===== src/rtl/prog_loader.sv =====
// prog_loader: boot-time program loader for the CPU's unified 1024x16 memory.
// It receives a byte stream LEN_HI, LEN_LO, N x (DATA_HI, DATA_LO), CHK and packs
// each byte pair into a 16-bit word. Words are written from address 0 upward.
// When the XOR checksum matches, the CPU is released from reset. The CPU's eop
// flag is then watched to report completion.
//
// Ports:
//   clk, reset             rising-edge clock, asynchronous active-high reset
//   in_valid/in_data       host byte stream (valid/ready handshake)
//   in_ready               loader can accept a byte this cycle
//   restart                one-cycle pulse; in DONE or ERR, return to loading
//   mem_we/addr/wdata      memory write port, one strobe cycle per word
//   cpu_reset_n            CPU active-low reset (1 releases the CPU)
//   eop                    CPU end-of-program flag
//   done, error            completion / load rejected
//   word_count             words written in the current load
module prog_loader #(
  parameter int unsigned ADDR_W    = 10,
  parameter int unsigned DATA_W    = 16,
  parameter int unsigned MAX_WORDS = 1024
) (
  input  logic              clk,
  input  logic              reset,
  input  logic              in_valid,
  input  logic [7:0]        in_data,
  output logic              in_ready,
  input  logic              restart,
  output logic              mem_we,
  output logic [ADDR_W-1:0] mem_addr,
  output logic [DATA_W-1:0] mem_wdata,
  output logic              cpu_reset_n,
  input  logic              eop,
  output logic              done,
  output logic              error,
  output logic [ADDR_W:0]   word_count
);

  localparam int unsigned LEN_W = 16;

  typedef enum logic [2:0] {
    LEN_HI, LEN_LO, DATA_HI, DATA_LO, CHECK, RUN, DONE, ERR
  } state_t;

  state_t            state_q, state_d;
  logic [LEN_W-1:0]  len_q, len_d;
  logic [7:0]        chk_q, chk_d;
  logic [7:0]        hi_q, hi_d;
  logic              in_ready_d, mem_we_d, cpu_reset_n_d, done_d, error_d;
  logic [ADDR_W-1:0] mem_addr_d;
  logic [DATA_W-1:0] mem_wdata_d;
  logic [ADDR_W:0]   word_count_d;
  logic              accept_c;
  logic [LEN_W-1:0]  n_c;
  logic              last_c;

  assign accept_c = in_valid && in_ready;
  // Full program length as it becomes known on the LEN_LO byte.
  assign n_c      = {len_q[LEN_W-1:8], in_data};
  // word_count has already advanced past every earlier word when the next DATA_LO arrives.
  assign last_c   = (LEN_W'(word_count) + LEN_W'(1)) == len_q;

  // State and output registers.
  always_ff @(posedge clk or posedge reset) begin
    if (reset) begin
      state_q     <= LEN_HI;
      len_q       <= '0;
      chk_q       <= '0;
      hi_q        <= '0;
      in_ready    <= 1'b1;
      mem_we      <= 1'b0;
      mem_addr    <= '0;
      mem_wdata   <= '0;
      cpu_reset_n <= 1'b0;
      done        <= 1'b0;
      error       <= 1'b0;
      word_count  <= '0;
    end else begin
      state_q     <= state_d;
      len_q       <= len_d;
      chk_q       <= chk_d;
      hi_q        <= hi_d;
      in_ready    <= in_ready_d;
      mem_we      <= mem_we_d;
      mem_addr    <= mem_addr_d;
      mem_wdata   <= mem_wdata_d;
      cpu_reset_n <= cpu_reset_n_d;
      done        <= done_d;
      error       <= error_d;
      word_count  <= word_count_d;
    end
  end

  // Next-state and next-output logic.
  always_comb begin
    state_d       = state_q;
    len_d         = len_q;
    chk_d         = chk_q;
    hi_d          = hi_q;
    mem_we_d      = 1'b0;
    mem_addr_d    = mem_addr;
    mem_wdata_d   = mem_wdata;
    cpu_reset_n_d = cpu_reset_n;
    done_d        = done;
    error_d       = error;
    word_count_d  = word_count;

    // Advance the write pointer at the end of each strobe cycle. The address
    // wraps naturally after word MAX_WORDS-1.
    if (mem_we) begin
      mem_addr_d   = mem_addr + ADDR_W'(1);
      word_count_d = word_count + (ADDR_W + 1)'(1);
    end

    case (state_q)
      LEN_HI: if (accept_c) begin
        len_d   = {in_data, 8'h00};
        chk_d   = chk_q ^ in_data;
        state_d = LEN_LO;
      end
      LEN_LO: if (accept_c) begin
        len_d = n_c;
        chk_d = chk_q ^ in_data;
        if (n_c == '0 || n_c > LEN_W'(MAX_WORDS)) begin
          state_d = ERR;
          error_d = 1'b1;
        end else begin
          state_d = DATA_HI;
        end
      end
      DATA_HI: if (accept_c) begin
        hi_d    = in_data;
        chk_d   = chk_q ^ in_data;
        state_d = DATA_LO;
      end
      DATA_LO: if (accept_c) begin
        mem_wdata_d = DATA_W'({hi_q, in_data});
        mem_we_d    = 1'b1;
        chk_d       = chk_q ^ in_data;
        state_d     = last_c ? CHECK : DATA_HI;
      end
      CHECK: if (accept_c) begin
        if (in_data == chk_q) begin
          state_d       = RUN;
          cpu_reset_n_d = 1'b1;
        end else begin
          state_d = ERR;
          error_d = 1'b1;
        end
      end
      RUN: if (eop) begin
        state_d = DONE;
        done_d  = 1'b1;
      end
      DONE, ERR: if (restart) begin
        state_d       = LEN_HI;
        mem_addr_d    = '0;
        word_count_d  = '0;
        chk_d         = '0;
        done_d        = 1'b0;
        error_d       = 1'b0;
        cpu_reset_n_d = 1'b0;
      end
      default: state_d = LEN_HI;
    endcase

    in_ready_d = (state_d == LEN_HI) || (state_d == LEN_LO) || (state_d == DATA_HI) ||
                 (state_d == DATA_LO) || (state_d == CHECK);
  end

endmodule


===== config.mk =====
export PLATFORM = sky130hd
export DESIGN_NAME = prog_loader
export DESIGN_NICKNAME = d
export VERILOG_FILES = /design/src/rtl/prog_loader.sv
export SDC_FILE = /design/constraint.sdc
export NUM_CORES = 1
export LEC_CHECK = 0
export CELL_PAD_IN_SITES_DETAIL_PLACEMENT = 1
export CELL_PAD_IN_SITES_GLOBAL_PLACEMENT = 2
export CORE_ASPECT_RATIO = 0.75
export CORE_UTILIZATION = 25
export DETAILED_ROUTE_END_ITERATION = 10
export GPL_TIMING_DRIVEN = 0
export PLACE_DENSITY_LB_ADDON = 0.1
export SYNTH_ARGS = -nofsm -noshare
export SYNTH_HDL_FRONTEND = slang
export SYNTH_SLANG_ARGS = --single-unit

===== constraint.sdc =====
create_clock -name clk -period 3.4 [get_ports clk]
set_input_delay 0.34 -clock clk [delete_from_list [all_inputs] [get_ports clk]]
set_output_delay 0.34 -clock clk [all_outputs]
set_load 0.005 [all_outputs]

## After elaboration in Yosys (flattened, before gate mapping)

Index checks and enable logic that the tools add are counted.

| storage, ports and cells | value |
|---|---|
| bits in registers | 77 |
| latch bits | 0 |
| memory bits (writable) | 0 |
| ROM bits | 0 |
| input port bits | 13 |
| output and inout port bits | 42 |
| memories | 0 |

| cells by class | value |
|---|---|
| $add $sub $neg | 3 |
| $mul | 0 |
| divide/modulo/power cells | 0 |
| magnitude comparators | 1 |
| equality and inequality tests | 22 |
| shift-type cells | 0 |
| mux-type cells | 36 |
| bitwise logic cells | 2 |
| reductions and logical operators | 24 |

Operators with widths:

| cell | count |
|---|---|
| $mux 11 | 3 |
| $pmux 16 s2 | 1 |
| $mux 10 | 3 |
| $mux 3 | 9 |
| $mux 8 | 3 |
| $pmux 3 s7 | 1 |
| $eq 12x16->1 | 1 |
| $gt 16x11->1 const B | 1 |
| $logic_not 16->1 | 1 |
| $mux 16 | 1 |
| $ne 2x2->1 const B | 8 |
| $pmux 8 s2 | 1 |
| $eq 3x3->1 const B | 5 |
| $add 11x1->12 const B | 1 |
| $eq 3x2->1 const B | 4 |
| $reduce_and 3->1 | 4 |
| $add 11x1->11 const B | 1 |
| $add 10x1->10 const B | 1 |
| $mux 1 | 10 |
| $eq 8x8->1 | 1 |
| $reduce_bool 2->1 | 4 |
| $xor 8x8->8 | 1 |
| $eq 3x1->1 const B | 2 |
| $logic_not 3->1 | 2 |
| 13 further kinds | 19 |

## Logic depth before layout (Yosys ltp)

Gate-level depths: netlist of run 1.

| logic depth | value |
|---|---|
| depth after elaboration | 10 |
| depth in mapped cells | 7 |

## Least setup slack after synthesis of run 1

OpenSTA, ideal clock, no wires.

| timing path | value |
|---|---|
| path kind | reg2reg |
| start point | reg word_count[0] |
| end point | reg state_q[2] |
| setup time | 118 ps |
| data arrival time | 2030 ps |
| data required time | 3282 ps |
| path slack | 1251 ps |
| stages on the path, launching flop included | 8 |
| buffers on the path | 0 |
| path through | dfrtp_1 -> ha_1 -> nand3_1 -> or3_1 -> and4b_1 -> a311o_1 -> and3_1 -> a21o_1 |

| on the way | value |
|---|---|
| longest elaborated chain between the ends | 5 |

Ends and longest elaborated chain:

| element | RTL line | text |
|---|---|---|
| from (decl) | 35 | `output logic [ADDR_W:0] word_count` |
| from (signal assigned) | 89 | `word_count <= word_count_d;` |
| $add 11x1->12 | 60 | `assign last_c = (LEN_W'(word_count) + LEN_W'(1)) == len_q;` |
| $eq 12x16->1 | 60 |  |
| $mux 3 | 139 | `state_d = last_c ? CHECK : DATA_HI;` |
| $mux 3 | 135 | `DATA_LO: if (accept_c) begin` |
| $pmux 3 s7 | 114 | `case (state_q)` |
| net state_d[2] | 44 | `state_t state_q, state_d;` |
| to (signal assigned) | 78 | `state_q <= state_d;` |
| to (decl) | 44 |  |

The timed path passes the listed nets, and every way through them passes these cells.
A chain may end at the register's enable or synchronous reset.

## Worst setup path after layout of run 1

Ends and elaborated chain as after synthesis.

==> impl_results.md, run 1 <==
* Status: complete, no violations
* Iteration-0 DRC Markers at about 140
* Sequential-to-total area share from yosys stat at roughly half
* Worst-path maximum fanout at 6
* Max VDD drop at 0.0002844 V
* Drt first pass iters at 4
* Share of cells above drive strength 1 at around a tenth
* Filler cells at between 1500 and 2000
* CP Class: reg2reg
* Flop pwr share at 38.7%
* Root buffer cell: clkbuf_16
* Clk_skew at 6.289 ps
* Final Util at between 30% and 40%
* Worst hold path class: in2async
* Post-CTS setup buffers at 0
* Fin. Hold Viols at 0
* Arr. time, crit path at 2740 ps
* Worst Path Required at roughly 3600 ps
* EDFF count, synth at 0
* Antenna violations before repair at 0
* Port bufs at between 50 and 60
* Nets@finish at between 400 and 500
* Clk pwr share at between 20% and 30%
* Final WL at ~11000 um
* Clock Latency Late Sink at about 330 ps
* Pleak at ~2.1 nW
* Worst-Margin Slew at roughly 760 ps
* Final cycle utilization of the critical path at 74.02%
* Min Clock Period, post-route at ~2500 ps
* Wirelength per Cell at about 16 um
* I/O pins at 55
* Post-Syn Instances at 407
* Via count at 3122
* Core region area at approximately 15000 sq um
* Internal power at 0.002751 W
* Total track usage at between 10 and 15%
* Place WS at 605.4 ps
* DRC at 0
* #FFs+latches synth at 77
* Die width at 145.5 um
* Fin Hold WS at roughly 340 ps
* Multi-input gate area at around 1800 sq um
* PD cells at roughly 890 nW/um^2
* Top_reg_cell synth: dfrtp_1
* CTS max path bufs at 2
* Async set-reset flop share out of synthesis at 100.0%
* Sw Pwr at approximately 0.0016 W
* Internal reg-to-reg setup slack at between 800 and 900 ps
* Post-detail-place hpwl at between 7000 and 8000 um
* CP peak stage delay at 540 ps
* Cell Rows at 38
* Yosys warning count at 0
* CTS Buf Count at 9
* Die area at 15950 sq um
* RSZ-0062 raised after global routing: no
* R2R cell count at 7
* Vias in the first global route at about 3200
* Post-DR vias/cell at ~4.6
* Max-cap violation count at 0
* Layout Area Growth over Synthesis at 27.41%
* Clock net sink count at 77
* Worst-path clk slew at roughly 60 ps
* Critical R2R Capture: state_q[2]
* Storage cell area at about 1900 sq um
* Hold buffer count at cts at 0
* Worst setup margin at approximately 900 ps
* ANT cells at 0
* Initial Util at 26.11%
* Final ANT Viol Nets at 0
* Remaining Overflow, GRT at 0
* Reg2reg start: word_count[0]
* Setup crit start kind: flip-flop
* CTS resizes at 0
* Pin count of the biggest net entering global routing at 55
* Dpl cells at 659
* First-pass GRT wire length at roughly 18000 um
* CTS tree: yes
* Final cell count without fillers at approximately 670
* Die Ht at between 100 and 150 um
* RePlAce Congestion at 0.7380
* Worst slew margin at about half
* Sw Ratio at around 37%
* Area of the mapped netlist at between 3000 and 4000 sq um
* Syn Nets at about 420
* Synth unique cells at 56
* Max Slew Vio Count at 0
* Fmax at 0.3973 GHz
* H-tree levels at 3
* CP max stage cell: dfrtp_1
* Critical Path, Cell by Cell: ha_1 > nand3_1 > or3_1 > and4b_1 > a311o_1 > and3_1 > a21o_1
* Setup-failing EPs final at 0
* Post-synthesis area per instance at 9.487 sq um
* Setup crit end kind: flip-flop
* Gate power share at about 40%
* Setup_tns at 0 ps
registers in the layout (all words and copies together), names as in the netlist:
signal / count
chk_q: 8
cpu_reset_n: 1
done: 1
error: 1
hi_q: 8
in_ready: 1
len_q: 16
mem_addr: 10
mem_wdata: 16
mem_we: 1
state_q: 3
word_count: 11
per-layer routing:
layer  global-route usage [%]  share of wire (%)
met1                    20.15                 52
met4                    4.286               0.87
met3                    3.278                2.7
met2                    23.49                 44
met5                        0                  0
critical path: cells and delay by family, from the launching register on:
kind / cells / cell delay [ps]
AND/OR/NAND/NOR: 4 / 1050
flip-flops: 1 / 540
AO/OA/AOI/OAI: 2 / 470
adder cells (fa/ha/maj): 1 / 340
worst max-delay path by stage:
stage,end,start
6_report,state_q[2],word_count[0]
5_1_grt,mem_wdata[2],state_q[1]
4_1_cts,state_q[2],word_count[0]
3_5_place_dp,error,in_data[1]
3_3_place_gp,mem_addr[4],reset
2_1_floorplan,chk_q[0],reset
logic make-up (layout without fill, tap and decap cells):
group                      after synthesis  after routing  share of synthesized area (%)
and+or+nand+nor                        181            181                          22.07
DFF                                     77             77                          49.94
AOI/OAI and AO/OA                       59             59                          9.300
xor gates and xnor gates                43             43                          9.754
buffers and inverters                   26             93                          2.883
muxes                                   19             19                          5.412
adders and majority gates                2              2                         0.6480
layout make-up:
cell class | instances | share of cell area, %
Buffer | 21 | 1.882
Clock buffer | 11 | 4.934
Clock inverter | 4 | 0.5086
Inverter | 5 | 0.4323
Multi-Input combinational cell | 304 | 37.03
Sequential cell | 77 | 39.19
Tap cell | 200 | 5.086
Timing Repair Buffer | 52 | 10.94
cells in the final DEF, fill, tap and decap left out, types with 2 or more instances in the layout:
cell,synthesis,layout
a211oi_1,2,2
a21oi_1,8,8
a31oi_1,4,4
and2_1,2,2
and3_1,5,5
buf_4,3,3
clkbuf_1,15,16
clkbuf_16,0,9
clkdlybuf4s50_1,0,51
clkinv_2,0,2
clkinvlp_4,0,2
dfrtp_1,76,76
ha_1,2,2
inv_1,4,3
mux2_2,15,15
mux2i_1,4,4
nand2_1,98,98
nand2b_1,5,5
nand3_1,6,6
nand4_1,7,7
nor2_1,29,29
nor2b_1,2,2
nor3_1,4,4
nor4_1,6,6
o21ai_0,30,30
or3_1,5,5
xnor2_1,12,12
xor2_1,31,31
Yosys cell counts, types with 2 or more instances:
cell / count / area share, %
mux2i_1: 4 / 1.0
nand2b_1: 5 / 0.81
or3_1: 5 / 0.81
a31oi_1: 4 / 0.65
nor4_1: 6 / 0.97
nand4_1: 7 / 1.1
clkbuf_1: 15 / 1.5
nand3_1: 6 / 0.78
and3_1: 5 / 0.81
buf_4: 3 / 0.58
nor2b_1: 2 / 0.32
and2_1: 2 / 0.32
o21ai_0: 30 / 3.9
nor2_1: 29 / 2.8
a211oi_1: 2 / 0.39
inv_1: 4 / 0.39
dfrtp_1: 76 / 49
xnor2_1: 12 / 2.7
xor2_1: 31 / 7.0
nor3_1: 4 / 0.52
ha_1: 2 / 0.65
a21oi_1: 8 / 1.0
nand2_1: 98 / 9.5
mux2_2: 15 / 4.4
per-stage QoR:
stage	cell area, sq um	power [W]
finish	4920	0.004388
global route	4920	0.004762
CTS	4920	0.004471
detailed placement	4652	0.003545
global placement	4622	0.003498
floorplan	3861	0.002721
power by group through the flow:
stage / combinational (W) / sequential, W / clock (W)
finish: 0.00181 / 0.00170 / 0.000886
global route: 0.00203 / 0.00177 / 0.000957
CTS: 0.00184 / 0.00171 / 0.000927
detailed placement: 0.00182 / 0.00172 / 0
global placement: 0.00179 / 0.00170 / 0
floorplan: 0.00108 / 0.00164 / 0
No activity file was read; power rests on OpenSTA's default activity.
==> run 2: changes to the inputs <==
Clock period 3.4 ns to 2 ns, I/O delays scaled along.
==> run 2 against run 1 <==
Non-clock buffer count is 26 higher. Cell count increased by 4.2%. Utilization rose by 3.0 points. Flip-flop and latch count unchanged. Clock power increased by 91%. Critical path type unchanged. Sequential power is 70% higher. Largest power group unchanged. The run now ends with setup timing left. Critical endpoint is now state_q[1]. Largest cell class is now multi-input combinational cells.
==> impl_results.md, run 2 (same netlist as run 1, synthesis figures left out) <==
* Most common cell after layout, fill and taps aside: nand2_1 (unchanged)
* Fin Hold WS at 171.8 ps (was 340.2 ps)
* Final WL at 11800 um (was 11010 um)
* Worst Path Required at 2220 ps (was 3620 ps)
* Reg2reg start: word_count[2] (was word_count[0])
* Internal reg-to-reg setup slack at -90 ps (was 880 ps)
* H-tree levels at 3 (unchanged)
* Die Ht at 109.6 um (unchanged)
* Root buffer cell: clkbuf_16 (unchanged)
* Worst slew margin at 55.12% (was 49.20%)
* Worst-Margin Slew at 673.3 ps (was 760.4 ps)
* Share of cells above drive strength 1 at 21.31% (was 9.916%)
* Pleak at 2.278 nW (was 2.074 nW)
* Largest registers: len_q (16), mem_wdata (16), word_count (11) (unchanged)
* Cell Rows at 38 (unchanged)
* Fin. Hold Viols at 0 (unchanged)
* CTS Buf Count at 9 (unchanged)
* Layout Area Growth over Synthesis at 38.98% (was 27.41%)
* Arr. time, crit path at 2310 ps (was 2740 ps)
* Fmax at 0.4784 GHz (was 0.3973 GHz)
* Clk_skew at 4.923 ps (was 6.289 ps)
* Hold buffer count at cts at 0 (unchanged)
* Post-detail-place hpwl at 7908 um (was 7792 um)
* Min Clock Period, post-route at 2090 ps (was 2517 ps)
* Setup-failing EPs final at 2 (was 0)
* Iteration-0 DRC Markers at 124 (was 143)
* Vias in the first global route at 3407 (was 3248)
* Clock net sink count at 77 (unchanged)
* Max-cap violation count at 0 (unchanged)
* CP peak stage delay at 490 ps (was 540 ps)
* RePlAce Congestion at 0.7059 (was 0.7380)
* Drt first pass iters at 4 (unchanged)
* Crit path from: word_count[2] (was word_count[0])
* Overall Power at 0.008155 W (was 0.004388 W)
* Worst hold path class: in2async (unchanged)
* Max VDD drop at 0.0005799 V (was 0.0002844 V)
* Worst-path maximum fanout at 3 (was 6)
* I/O pins at 55 (unchanged)
* Clock Latency Late Sink at 340 ps (was 330 ps)
* Core region area at 14790 sq um (unchanged)
* DRC at 0 (unchanged)
* Total track usage at 15.95% (was 14.76%)
* First-pass GRT wire length at 19240 um (was 17820 um)
* R2R cell count at 7 (unchanged)
* Setup_tns at -141.5 ps (was 0 ps)
* Initial Util at 26.11% (unchanged)
* Wirelength per Cell at 16.81 um (was 16.33 um)
* ANT cells at 0 (unchanged)
* CTS tree: yes (unchanged)
* Remaining Overflow, GRT at 0 (unchanged)
* Critical R2R Capture: state_q[1] (was state_q[2])
* Post-DR vias/cell at 4.667 (was 4.632)
* Die area at 15950 sq um (unchanged)
* Critical Path, Cell by Cell: buf_6 > nand3_4 > or4_4 > a221oi_2 > o21ai_2 > a32o_2 > o31a_1 (was ha_1 > nand3_1 > or3_1 > and4b_1 > a311o_1 > and3_1 > a21o_1)
* Pin count of the biggest net entering global routing at 37 (was 55)
* Violated checks: setup timing
* Worst setup margin at -90.30 ps (was 883.2 ps)
* Nets@finish at 512 (was 485)
* Max Slew Vio Count at 0 (unchanged)
* Final ANT Viol Nets at 0 (unchanged)
* PD cells at 1520 nW/um^2 (was 892.0 nW/um^2)
* Via count at 3276 (was 3122)
* Port bufs at 51 (unchanged)
* Antenna violations before repair at 0 (unchanged)
* CP max stage cell: or4_4 (was dfrtp_1)
* Setup crit start kind: flip-flop (unchanged)
* RSZ-0062 raised after global routing: yes (was no)
* Final cycle utilization of the critical path at 104.5% (was 74.02%)
* Non-Filler Cell Area, Final at 5366 sq um (was 4920 sq um)
* Die width at 145.5 um (unchanged)
* CP Class: reg2reg (unchanged)
* Cell Area, Placed at 4693 sq um (was 4652 sq um)
* Setup crit end kind: flip-flop (unchanged)
* Worst-path clk slew at 60 ps (about the same)
* Status: complete, but fails checks (was complete, no violations)
* Commonest cells after routing, fill and taps aside: nand2_1, dfrtp_1, clkdlybuf4s50_1, xor2_1, nor2_1 (was nand2_1, dfrtp_1, clkdlybuf4s50_1, xor2_1, o21ai_0)
* CTS max path bufs at 2 (unchanged)
run 2: changes by cell type in the layout (fill, tap and decap cells not counted), sizes merged, moves of 3 or more:
cell | previous run | this run
buf | 6 | 34
clkdlybuf4s50 | 51 | 46
dlygate4sd2 | 0 | 5
clkbuf | 27 | 24
run 2: how the worst max path moves through the flow:
stage | depth (start not counted) | endpoint
floorplan | 7 | state_q[1]
global placement | 7 | error
detailed placement | 6 | state_q[2]
CTS | 7 | state_q[1]
global route | 9 | state_q[1]
finish | 7 | state_q[1]
run 2: stage by stage:
stage	utilization (%)	setup slack, ps	std cells
floorplan	-	4.016	407
detailed placement	31.74	-752.3	660
CTS	35.56	-92.90	700
global route	36.29	-176.1	702
finish	36.29	-90.30	702
global placement	31.47	-724.8	658
run 2: critical path: cells and delay by family, from the launching register on:
kind            cells  cell delay [ps]
buf+inv             1              120
simple gates        2              570
compound gates      4              930
flops               1              360
run 2: cell type report:
type                    instances  area, sq um
inverters                       5        22.52
multi-input cells             305         1984
clock buffers                  10        229.0
repair buffers                 80        767.0
well taps                     200        250.2
clock inverters                 6        71.32
flip-flops and latches         77         1934
plain buffers                  19        107.6
fillers                      1680         9420
run 2: power by group:
part / switching [W] / internal, W / leakage (nW)
registers: 0.000615 / 0.00227 / 0.968
logic: 0.00170 / 0.00187 / 1.17
clock network: 0.000716 / 0.000979 / 0.140
run 2: per-layer routing:
metal  GRT usage, %  share of wire [%]  vias up
li1               -                  -     1570
met4          4.286                1.1        0
met2          24.90                 44       35
met5              0                  0        -
met3          3.154                2.7       11
met1          22.53                 52     1660
run 2: what timing repair did:
item | CTS | global route
gates resized for setup | 26 | 22
pin swaps | 6 | 13
endpoints found under the setup margin | 42 | 50
cloned | 0 | 1
buffers inserted | 24 | 3
==> run 3: changes to the inputs <==
Settings changed: CORE_UTILIZATION 25 to 31.
==> run 3 against run 2 <==
The run still ends with setup timing left. Design area decreased by 1.2%. Largest power group unchanged. First-iteration DRC count increased by 11%. Critical path depth unchanged. Global-route usage increased by 2.6 points. Critical path type unchanged. Clock skew decreased by 0.75 ps. Fmax decreased by 0.23%. Sequential share of layout area increased by 0.43 points. Utilization increased by 8.4 points. Via count decreased by 1.7%. Flip-flop and latch count unchanged.
==> impl_results.md, run 3 (same netlist as run 1, synthesis figures left out) <==
* Status: complete, but fails checks (unchanged)
* Violated checks: setup timing (unchanged)
* First-pass GRT wire length at 17900 um (was 19240 um)
* Fin Hold WS at 212.1 ps (was 171.8 ps)
* Cell Rows at 34 (was 38)
* Antenna violations before repair at 0 (unchanged)
* Pin count of the biggest net entering global routing at 32 (was 37)
* Reg2reg start: word_count[0] (was word_count[2])
* Max VDD drop at 0.0005923 V (was 0.0005799 V)
* Core region area at 11870 sq um (was 14790 sq um)
* RSZ-0062 raised after global routing: yes (unchanged)
* Clock net sink count at 77 (unchanged)
* GR Util met2 at 28.21% (was 24.90%)
* Crit path from: word_count[0] (was word_count[2])
* Max-cap violation count at 0 (unchanged)
* Worst slew margin at 43.72% (was 55.12%)
* Worst hold path class: in2reg (was in2async)
* Commonest cells after routing, fill and taps aside: nand2_1, dfrtp_1, clkdlybuf4s50_1, xor2_1 (was nand2_1, dfrtp_1, clkdlybuf4s50_1, xor2_1, nor2_1)
* CTS max path bufs at 2 (unchanged)
* Fin. Hold Viols at 0 (unchanged)
* Wirelength per Cell at 16.54 um (was 16.81 um)
* Max Slew Vio Count at 0 (unchanged)
* Remaining Overflow, GRT at 0 (unchanged)
* Worst-path maximum fanout at 5 (was 3)
* Layout Area Growth over Synthesis at 37.36% (was 38.98%)
* I/O pins at 55 (unchanged)
* Setup crit end kind: flip-flop (unchanged)
* Vias in the first global route at 3383 (was 3407)
* Final WL at 10970 um (was 11800 um)
* Root buffer cell: clkbuf_16 (unchanged)
* H-tree levels at 3 (unchanged)
* Grt met3 use at 4.886% (was 3.154%)
* Port bufs at 51 (unchanged)
* Setup-failing EPs final at 2 (unchanged)
* Worst-path clk slew at 60 ps (about the same)
* Via count at 3220 (was 3276)
* Arr. time, crit path at 2320 ps (was 2310 ps)
* Pleak at 2.291 nW (was 2.278 nW)
* Fmax at 0.4773 GHz (was 0.4784 GHz)
* PD cells at 1557 nW/um^2 (was 1520 nW/um^2)
* Clock Latency Late Sink at 340 ps (about the same)
* Share of cells above drive strength 1 at 19.36% (was 21.31%)
* Place WS at -707.8 ps (was -752.3 ps)
* Die width at 130.9 um (was 145.5 um)
* Most common cell after layout, fill and taps aside: nand2_1 (unchanged)
* Worst Path Required at 2230 ps (was 2220 ps)
* CTS tree: yes (unchanged)
* Final cell count without fillers at 663 (was 702)
* CP Class: reg2reg (unchanged)
* Worst setup margin at -95.05 ps (was -90.30 ps)
* Clk_skew at 4.176 ps (was 4.923 ps)
* Drt first pass iters at 4 (unchanged)
* Post-detail-place hpwl at 7557 um (was 7908 um)
* RePlAce Congestion at 0.7642 (was 0.7059)
* Setup crit start kind: flip-flop (unchanged)
* Initial Util at 32.53% (was 26.11%)
* ANT cells at 0 (unchanged)
* Final cycle utilization of the critical path at 104.8% (was 104.5%)
* Dpl cells at 622 (was 660)
* Iteration-0 DRC Markers at 138 (was 124)
* Final ANT Viol Nets at 0 (unchanged)
* Die area at 12910 sq um (was 15950 sq um)
* DRC at 0 (unchanged)
* CTS Buf Count at 9 (unchanged)
* Largest registers: len_q (16), mem_wdata (16), word_count (11) (unchanged)
* Total track usage at 18.54% (was 15.95%)
* Min Clock Period, post-route at 2095 ps (was 2090 ps)
* Nets@finish at 511 (was 512)
* Worst-Margin Slew at 842.4 ps (was 673.3 ps)
* Die Ht at 98.65 um (was 109.6 um)
* GR met1 Demand/Resource at 26.24% (was 22.53%)
* GR peak layer: met2 (unchanged)
* Hold_sp: in_data[7]
* Post-DR vias/cell at 4.857 (was 4.667)
* Filler cells at 1341 (was 1680)
==> run 3: changes by cell type in the layout (fill, tap and decap cells not counted), sizes merged <==
cell | before | now
bufinv | 1 | 3
inv | 5 | 3
buf | 34 | 33
clkbuf | 24 | 25
clkinv | 2 | 3
clkinvlp | 3 | 2
dlygate4sd2 | 5 | 4
dlymetal6s2s | 0 | 1
nor2 | 30 | 29
==> run 3: worst paths after layout <==
path	to	slack, ps	cells past startpoint
worst max-delay path	state_q[2]	-100	7
worst min-delay path	mem_wdata[7]	210	3
worst max register to register	state_q[2]	-100	7
worst min register to register	mem_wdata[9]	470	2
max in group asynchronous	word_count[6]	1030	4
min in group asynchronous	word_count[2]	230	2
==> run 3: report_power, final <==
part | switching [W] | leakage [nW] | total, W | internal [W]
clock network | 0.000651 | 0.163 | 0.00187 | 0.00122
registers | 0.000600 | 0.968 | 0.00288 | 0.00228
logic | 0.00167 | 1.16 | 0.00351 | 0.00184
==> run 3: layer usage <==
layer	vias up	routed length [um]
li1	1554	-
met1	1617	5497
met2	41	5056
met3	8	316
met4	0	94
met5	-	0
==> run 3: repair_timing <==
item | CTS | global route
resized for setup | 22 | 13
hold buffers | 0 | 0
hold endpoints to repair | 0 | 0
setup endpoints to repair | 43 | 31
setup buffers | 22 | 4
pin swaps | 2 | 4
==> run 3: critical path, cell delays in order (launching register included) <==
cell and delay (ps):
dfrtp_2 450, ha_4 190, nand3_4 100, or3_4 380, and4b_1 210, a311o_1 330, and3_1 170, a21o_1 150
==> run 3: final cells by class <==
type / instances / area (sq um) / area share [%]
tap: 162 / 202.7 / 3.822
clock inverter: 6 / 111.4 / 2.100
buffer: 20 / 111.4 / 2.100
timing repair buffer: 79 / 755.7 / 14.25
multi-input combinational: 304 / 1937 / 36.52
inverter: 5 / 22.52 / 0.4246
sequential: 77 / 1934 / 36.47
clock buffer: 10 / 229.0 / 4.317
==> run 3: per-stage QoR <==
| stage | util (%) | cell area [sq um] | setup TNS [ps] | power, W |
|---|---|---|---|---|
| 6_report | 44.69 | 5304 | -176.7 | 0.008260 |
| 2_1_floorplan | - | 3892 | 0 | 0.004674 |
| 3_3_place_gp | 38.80 | 4606 | -17380 | 0.005896 |
| 3_5_place_dp | 39.14 | 4646 | -11340 | 0.006006 |
| 5_1_grt | 44.69 | 5304 | -305.2 | 0.008886 |
| 4_1_cts | 43.98 | 5220 | -1374 | 0.008232 |
